===== config.mk =====
export PLATFORM = sky130hd
export DESIGN_NAME = nr_divide
export DESIGN_NICKNAME = d
export VERILOG_FILES = /design/src/rtl/nr_divide.sv
export SDC_FILE = /design/constraint.sdc
export NUM_CORES = 1
export LEC_CHECK = 0
export CORE_AREA = 2 2 149 210
export CTS_CLUSTER_SIZE = 14
export DETAILED_ROUTE_END_ITERATION = 6
export DIE_AREA = 0 0 151 212
export GPL_TIMING_DRIVEN = 0
export PLACE_DENSITY = 0.85
export SLEW_MARGIN = 10
export SYNTH_ARGS = -nofsm -noshare
export SYNTH_HDL_FRONTEND = slang
export SYNTH_SLANG_ARGS = --single-unit

===== constraint.sdc =====
create_clock -name clk -period 17.9 [get_ports clk]
set_input_delay 3.58 -clock clk [delete_from_list [all_inputs] [get_ports clk]]
set_output_delay 3.58 -clock clk [all_outputs]
set_load 0.01 [all_outputs]

===== src/rtl/nr_divide.sv =====
// Unsigned 16/16 divider: Newton-Raphson reciprocal refinement on one shared multiplier,
// quotient estimate, then step-wise correction to an exact floor quotient and remainder.
module nr_divide #(
    parameter int unsigned ITER = 2
) (
    input  logic        clk,
    input  logic        rst,
    input  logic        in_valid,
    output logic        in_ready,
    input  logic [15:0] n_in,
    input  logic [15:0] d_in,
    input  logic [15:0] a_in,
    input  logic [15:0] x_in,
    input  logic [3:0]  s_in,
    output logic        out_valid,
    input  logic        out_ready,
    output logic [15:0] q_out,
    output logic [15:0] r_out,
    output logic        dz_out
);

    typedef enum logic [2:0] {
        StIdle,
        StItA,
        StItB,
        StQuot,
        StRem,
        StFix,
        StDone
    } state_e;

    state_e      state_q;
    logic [15:0] n_q;
    logic [15:0] d_q;
    logic [15:0] a_q;
    logic [15:0] x_q;
    logic [3:0]  s_q;
    logic [16:0] e_q;
    logic [15:0] q_q;
    logic [17:0] r_q;
    logic [1:0]  iter_q;
    logic        out_valid_q;
    logic        dz_q;

    logic [15:0] mul_a;
    logic [16:0] mul_b;
    logic [32:0] prod;

    // Single shared multiplier; the operand pair is chosen by the current state.
    always_comb begin
        mul_a = '0;
        mul_b = '0;
        case (state_q)
            StItA:   begin mul_a = a_q; mul_b = {1'b0, x_q}; end
            StItB:   begin mul_a = x_q; mul_b = e_q;         end
            StQuot:  begin mul_a = n_q; mul_b = {1'b0, x_q}; end
            StRem:   begin mul_a = q_q; mul_b = {1'b0, d_q}; end
            default: begin mul_a = '0;  mul_b = '0;          end
        endcase
    end

    assign prod = {17'b0, mul_a} * {16'b0, mul_b};

    logic [16:0] e_next;
    logic [15:0] x_next;
    logic [4:0]  q_shift;
    logic [15:0] q_est;
    logic [17:0] r_next;
    logic        r_neg;
    logic        r_big;
    logic        last_iter;

    // e = 2 - a*x in Q1.15, kept 17 bits wide so a slightly low estimate still fits.
    assign e_next    = 17'h10000 - {1'b0, prod[31:16]};
    assign x_next    = (prod[32:31] != 2'b00) ? 16'hFFFF : prod[30:15];
    assign q_shift   = 5'd31 - {1'b0, s_q};
    assign q_est     = 16'(prod[31:0] >> q_shift);
    assign r_next    = {2'b00, n_q} - prod[17:0];
    assign r_neg     = r_q[17];
    assign r_big     = !r_q[17] && (r_q >= {2'b00, d_q});
    assign last_iter = (iter_q == 2'(ITER - 1));

    always_ff @(posedge clk or posedge rst) begin
        if (rst) begin
            state_q     <= StIdle;
            n_q         <= '0;
            d_q         <= '0;
            a_q         <= '0;
            x_q         <= '0;
            s_q         <= '0;
            e_q         <= '0;
            q_q         <= '0;
            r_q         <= '0;
            iter_q      <= '0;
            out_valid_q <= 1'b0;
            dz_q        <= 1'b0;
        end else begin
            case (state_q)
                StIdle: begin
                    if (in_valid) begin
                        n_q    <= n_in;
                        d_q    <= d_in;
                        a_q    <= a_in;
                        x_q    <= x_in;
                        s_q    <= s_in;
                        iter_q <= '0;
                        if (d_in == 16'd0) begin
                            q_q         <= 16'hFFFF;
                            r_q         <= {2'b00, n_in};
                            dz_q        <= 1'b1;
                            out_valid_q <= 1'b1;
                            state_q     <= StDone;
                        end else begin
                            dz_q    <= 1'b0;
                            state_q <= StItA;
                        end
                    end
                end
                StItA: begin
                    e_q     <= e_next;
                    state_q <= StItB;
                end
                StItB: begin
                    x_q     <= x_next;
                    iter_q  <= iter_q + 2'd1;
                    state_q <= last_iter ? StQuot : StItA;
                end
                StQuot: begin
                    q_q     <= q_est;
                    state_q <= StRem;
                end
                StRem: begin
                    r_q     <= r_next;
                    state_q <= StFix;
                end
                StFix: begin
                    if (r_neg) begin
                        q_q <= q_q - 16'd1;
                        r_q <= r_q + {2'b00, d_q};
                    end else if (r_big) begin
                        q_q <= q_q + 16'd1;
                        r_q <= r_q - {2'b00, d_q};
                    end else begin
                        out_valid_q <= 1'b1;
                        state_q     <= StDone;
                    end
                end
                StDone: begin
                    if (out_ready) begin
                        out_valid_q <= 1'b0;
                        state_q     <= StIdle;
                    end
                end
                default: state_q <= StIdle;
            endcase
        end
    end

    assign in_ready  = (state_q == StIdle);
    assign out_valid = out_valid_q;
    assign q_out     = q_q;
    assign r_out     = r_q[15:0];
    assign dz_out    = dz_q;

endmodule


After elaboration in Yosys (flattened, before gate mapping)
Index checks and enable logic that the tools add are counted.
W data, S select, Z words.

word-level totals
  flip-flop bits (word level) = 126
  input port bits = 72
  logic and storage cells = 85

cells by class
  add/sub/neg operators = 8
  $mul = 1
  order comparisons = 1
  eq/ne operators = 13
  shift operators = 1
  mux-type cells = 31
  reductions and logical operators = 17

operator list
  operator                  count
  $mux W16                  6
  $mux W18                  4
  $pmux W16 S4              1
  $pmux W18 S3              1
  $pmux W17 S3              1
  $pmux W16 S3              1
  $mul A16 B17 Y33          1
  $pmux W16 S2              1
  $shr A32 B5 Y16           1
  $pmux W3 S7               1
  $add A18 B16 Y18          1
  $ge A18 B16 Y1            1
  $sub A16 B18 Y18          1
  $sub A18 B16 Y18          1
  $sub A17 B16 Y17 const A  1
  $add A16 B1 Y16 const B   1
  $logic_not A16 Y1         1
  $sub A16 B1 Y16 const B   1
  $mux W3                   5
  $reduce_and A4 Y1         3
  $eq A3 B3 Y1 const B      3
  $reduce_bool A3 Y1        3
  $ne A2 B2 Y1 const B      4
  $eq A3 B2 Y1 const B      2
  18 further kinds          26

Depth between registers and ports, before layout
  depth after elaboration = 7
  mapped depth = 35

Least setup slack after synthesis
No wires, ideal clock.

  path kind = reg-to-reg
  start = register state_q[2]
  end = register r_q[17]
  library setup time = 134 ps
  arrival = 7861 ps
  setup slack = 9905 ps
  cell stages (with the launch flop) = 33
  buffers on the path = 5
  period minus slack after synthesis = 7995 ps
  cell sequence = dfrtp_1 > clkbuf_1 > nor2b_1 > and2_1 > clkbuf_1 > clkbuf_1 > buf_1 > a21oi_1 > nor2_1 > fa_1 > inv_1 > fa_1 > fa_1 > fa_1 > inv_1 > fa_1 > inv_1 > fa_1 > inv_1 > ha_1 > buf_2 > nand2_1 > o21ai_0 > nor2_1 > xor2_1 > ha_1 > or2_2 > a2111oi_0 > o31a_1 > nand2b_1 > mux2i_1 > a31o_2 > o211ai_1

between the ends
  word-level cells in the longest chain between the ends = 6

ends and longest elaborated chain
  what                                          RTL line  RTL
  start: declaration                            32        state_e state_q;
  start signal: assignment                      85        state_q <= StIdle;
  start signal: assignment                      112       state_q <= StDone;
  start signal: assignment                      115       state_q <= StItA;
  $eq A3 B2 Y1 or $eq A3 B1 Y1 (tied branches)  53        case (state_q)
  $reduce_or A2 Y1 (no line)                    n/a
  $pmux W17 S3                                  53
  $mul A16 B17 Y33                              62        assign prod = {17'b0, mul_a} * {16'b0, mul_b};
  $sub A16 B18 Y18                              78        assign r_next = {2'b00, n_q} - prod[17:0];
  $pmux W18 S3                                  98        case (state_q)
  end signal: assignment                        109       r_q <= {2'b00, n_in};
  end signal: assignment                        133       r_q <= r_next;
  end signal: assignment                        139       r_q <= r_q + {2'b00, d_q};
  end: declaration                              40        logic [17:0] r_q;

Parallel ways exist; a longest one is shown, timed or not.
A chain may end at the register's enable or synchronous reset.

Worst setup path in the final report
  start = register state_q[2]
  end = register e_q[8]

between the ends
  word-level cells in the longest chain between the ends = 5

ends and longest elaborated chain
  what                                          RTL line  RTL
  $eq A3 B2 Y1 or $eq A3 B1 Y1 (tied branches)  53, 98
  $reduce_or A2 Y1 (no line)                    n/a
  $pmux W17 S3                                  53
  $mul A16 B17 Y33                              62
  $sub A17 B16 Y17                              74        assign e_next = 17'h10000 - {1'b0, prod[31:16]};
  end signal: assignment                        120       e_q <= e_next;
  end: declaration                              38        logic [16:0] e_q;

Parallel ways exist; a longest one is shown, timed or not.

==> reports/qor_table.md <==
| Step | Result | This run |
|:---|:---|:---|
| outcome | Status | finished with violations |
| outcome | Failing checks | max-capacitance violations, max-slew violations |
| run | Max-Cap Viols | 1 |
| logic synthesis | Area fraction of the dominant cell type after synthesis | 21.94% |
| logic synthesis | Number of distinct library cells after synthesis | 103 |
| sta | Post-Route Hold Slack | 0.4856 ns |
| critical path | Capture point of the worst path | e_q[8]$_DFFE_PP0N_ |
| global routing | Largest net degree at the start of global routing | 79 |
| critical path | Critical Setup Path Class | flip-flop to flip-flop |
| critical path | Required time worst endpoint | 18.21 ns |
| logic synthesis | Net Count, Synth | 2,819 |
| critical path | Nature of the critical path startpoint | flip-flop |
| floorplan | DIE AREA | 0.03201 mm2 |
| logic synthesis | Main flop type after synthesis | sky130_fd_sc_hd__dfrtp_1 |
| critical path | Crit-path leading delay family | adder cells |
| cts | Insertion delay of the later-clocked pin in the worst-skew pair | 0.44 ns |
| floorplan | Initial core utilization | 63.96% |
| critical path | Worst flop-to-flop path endpoint | e_q[8]$_DFFE_PP0N_ |
| detailed routing | Detailed-route DRC error count | 0 |
| cts | CTS tree | yes |
| critical path | Count of cells along the worst register-to-register path | 32 |
| critical path | Logic depth of the worst path, buffers included | 32 |
| critical path | Critical Path Max Stage Delay | 0.93 ns |
| logic synthesis | Post-synthesis cell area | 0.01934 mm2 |
| detailed routing | Via count of the routed design | 19,020 |
| layout | Share of final-layout standard cells stronger than drive strength 1 | 5.945% |
| layout | Commonest non-fill, non-tap cell in the layout | sky130_fd_sc_hd__nand2_1 |
| sta | Total Negative Setup Slacks | 0 ns |
| logic synthesis | Part of the Yosys area used for sequential elements | 16.30% |
| placed design | Port-buffer cells | 106 |
| global routing | Vias in the first global route | 19,700 |
| logic synthesis | Post-synthesis sequential element count | 126 |
| detailed routing | Via density per instance | 6.528 |
| sta | Min Tclk post-route | 10.77 ns |
| layout | Final cell count without fillers | 2,913 |
| global routing | Sum of overflow across all layers after global routing | 0 |
| critical path | Library cell contributing the largest single delay on the critical path | sky130_fd_sc_hd__o2bb2ai_1 |
| cts | Clock root buffer | sky130_fd_sc_hd__clkbuf_16 |
| detailed routing | Routed length per instance | 25.40 um |
| placed design | HPWL after DPL | 59,030 um |
| floorplan | Die Span X | 151 um |
| logic synthesis | Top area cells in the synthesized netlist | sky130_fd_sc_hd__fa_1 (22%), sky130_fd_sc_hd__dfrtp_1 (16%), sky130_fd_sc_hd__ha_1 (11%) |
| critical path | Maximum fanout count along the critical path | 10 |
| cts | CTS resizes | 0 |
| layout | Number of nets in the layout | 2,963 |
| hold path | Class of the tightest hold or removal check | flip-flop to flip-flop |
| critical path | R2r startpoint | state_q[2]$_DFFE_PP0P_ |
| critical path | Critical Path Most Common Cell | sky130_fd_sc_hd__fa_1 |
| sta | Crit share post-route | 60.18% |
| placed design | Final estimated routing congestion in global placement | 1.043 |
| critical path | Worst setup path startpoint | state_q[2]$_DFFE_PP0P_ |
| global routing | Antenna violations before repair | 1 |
| sta | Fin Clk Skew | 0.007344 ns |
| sta | Number of hold violations in the final report | 0 |
| logic synthesis | Warnings from Yosys | 0 |
| sta | Unrepaired setup endpoints after global routing | no |
| detailed routing | Number of optimization iterations in the first detailed-route pass | 6 |
| cts | Post-CTS setup buffer count | 0 |
| logic synthesis | Library cell occupying the most area in the post-synthesis netlist | sky130_fd_sc_hd__fa_1 |
| logic synthesis | Number of instances in the synthesized netlist | 2,366 |
| layout | Total area of multi-input combinational cells | 0.01457 mm2 |
| critical path | Crit end category | flip-flop |
| cts | Clock slew seen by the registers of the worst setup and hold paths | 0.07 ns |
| cts | Post-cts hold buffer count | 0 |
| layout | Number of antenna cells inserted | 0 |
| detailed routing | Post-route antenna net violation count | 0 |
| layout | Number of fill cells in the layout | 2,377 |
| cts | Maximum clock path buffer count | 2 |
| critical path | Buffers & Inverters on Critical Path | 10 |
| sta | Max transition margin | -0.1592% |
| global routing | First-pass GRT wire length | 112,500 um |
| cts | Clock sink count | 126 |
| logic synthesis | Number of synthesized flops with an enable pin | 0 |
| floorplan | Std-Cell Rows | 76 |
| floorplan | Core region area | 0.03024 mm2 |
| sta | Final-report setup violation count | 0 |
| layout | Area used by sequential logic in the layout | 0.003153 mm2 |
| sta | Slew at the pin with the worst max-slew slack | 1.502 ns |
| layout | Layout-stage area growth over the synthesis result | 12.40% |
| floorplan | Die outline height | 212 um |
| cts | Cts bufs inserted | 17 |
| global routing | Total routing usage reported by global routing | 47.73% |
| cts | H-tree depth reported by CTS | 4 |
| critical path | Register-to-register setup slack | 7.13 ns |
| layout | Commonest cells after routing, fill and taps aside | sky130_fd_sc_hd__nand2_1 (378), sky130_fd_sc_hd__inv_1 (300), sky130_fd_sc_hd__nor2_1 (245) |
| placed design | Cells after DPL | 2,875 |
| critical path | Data arrival time at the worst-slack endpoint | 11.09 ns |
| logic synthesis | Syn_area_per_cell | 8.174 um2 |
| sta | Highest Clock Rate | 0.09283 GHz |
| floorplan | Number of top-level design ports | 107 |
| logic synthesis | Share of synthesized flip-flops with an asynchronous set or reset | 100.0% |
| detailed routing | Initial drt markers | 2,067 |
| detailed routing | DRT Wirelength | 73,990 um |
| sta | Max-slew violations | 9 |
[registers in the layout, indices dropped and copies added, names as in the netlist]
| signal | flops |
|---|---|
| iter_q | 2 |
| out_valid | 1 |
| dz_out | 1 |
| s_q | 4 |
| n_q | 16 |
| x_q | 16 |
| d_q | 16 |
| e_q | 17 |
| q_out | 16 |
| state_q | 3 |
| a_q | 16 |
| r_q | 18 |
[how the worst min path moves through the flow]
stage,depth (start not counted),to,start
2_1_floorplan,2,a_q[0]$_DFFE_PP0P_,a_q[0]$_DFFE_PP0P_
3_3_place_gp,2,a_q[6]$_DFFE_PP0P_,a_q[6]$_DFFE_PP0P_
3_5_place_dp,2,a_q[6]$_DFFE_PP0P_,a_q[6]$_DFFE_PP0P_
4_1_cts,2,a_q[6]$_DFFE_PP0P_,a_q[6]$_DFFE_PP0P_
5_1_grt,2,a_q[4]$_DFFE_PP0P_,a_q[4]$_DFFE_PP0P_
6_report,2,a_q[6]$_DFFE_PP0P_,a_q[6]$_DFFE_PP0P_
[cell families after synthesis]
logic type      Yosys count  share of synthesized area, %
compound gates          534                         19.10
xor+xnor                 76                         3.519
fa+ha+maj               381                         32.88
buf+inv                 426                         8.766
flops                   126                         16.30
mux                      21                         1.462
simple gates            802                         17.97
[worst register-to-register path: cells and delay by family (launching register included)]
family	cells	cell delay (ns)
AOI/OAI and AO/OA	3	1.61
and+or+nand+nor	9	1.90
buffers and inverters	10	2.59
xor gates and xnor gates	2	0.79
adders and majority gates	8	3.44
DFF	1	0.34
[area by class of cell]
| class | instances | share of cell area, % |
|---|---|---|
| plain buffers | 122 | 2.550 |
| clock buffers | 20 | 2.101 |
| clock inverters | 12 | 0.7368 |
| inverters | 304 | 5.273 |
| multi-input cells | 1814 | 67.02 |
| flip-flops and latches | 126 | 14.51 |
| well taps | 390 | 2.245 |
| repair buffers | 125 | 5.566 |
[cell usage after synthesis, types with 11 or more instances]
library cell               number
sky130_fd_sc_hd__a211oi_1      11
sky130_fd_sc_hd__a21o_1        25
sky130_fd_sc_hd__a21oi_1      118
sky130_fd_sc_hd__a221o_1       16
sky130_fd_sc_hd__a221oi_1      20
sky130_fd_sc_hd__a22o_1        15
sky130_fd_sc_hd__a22oi_1       23
sky130_fd_sc_hd__a31oi_1       17
sky130_fd_sc_hd__and2_1        22
sky130_fd_sc_hd__and3_1        11
sky130_fd_sc_hd__buf_4         17
sky130_fd_sc_hd__clkbuf_1      84
sky130_fd_sc_hd__dfrtp_1      126
sky130_fd_sc_hd__fa_1         212
sky130_fd_sc_hd__ha_1         169
sky130_fd_sc_hd__inv_1        301
sky130_fd_sc_hd__nand2_1      378
sky130_fd_sc_hd__nand2b_1      22
sky130_fd_sc_hd__nand3_1       21
sky130_fd_sc_hd__nor2_1       245
sky130_fd_sc_hd__nor2b_1       17
sky130_fd_sc_hd__nor3_1        26
sky130_fd_sc_hd__o211ai_1      14
sky130_fd_sc_hd__o21ai_0      112
sky130_fd_sc_hd__o22ai_1       26
sky130_fd_sc_hd__or3_1         12
sky130_fd_sc_hd__xnor2_1       48
sky130_fd_sc_hd__xor2_1        26
[per-stage QoR]
step / setup WS (ns) / util, % / instance area [um2]
floorplan: 9.905 / - / 19340
global placement: 7.910 / 69.08 / 20890
detailed placement: 7.829 / 69.59 / 21040
CTS: 7.778 / 71.63 / 21660
global route: 6.701 / 71.88 / 21740
finish: 7.128 / 71.88 / 21740
[routing by layer]
layer	wire, um	GRT usage, %	vias up	part of all wire, %
met2	33130	73.50	1264	45
met4	7762	41.44	2	10
li1	-	-	8217	-
met3	8334	14.55	449	11
met5	12	0	-	0.016
met1	24760	53.28	9085	33
Power is not shown: default switching activity piles up to over one toggle a cycle in this logic, so the estimate is an artifact.
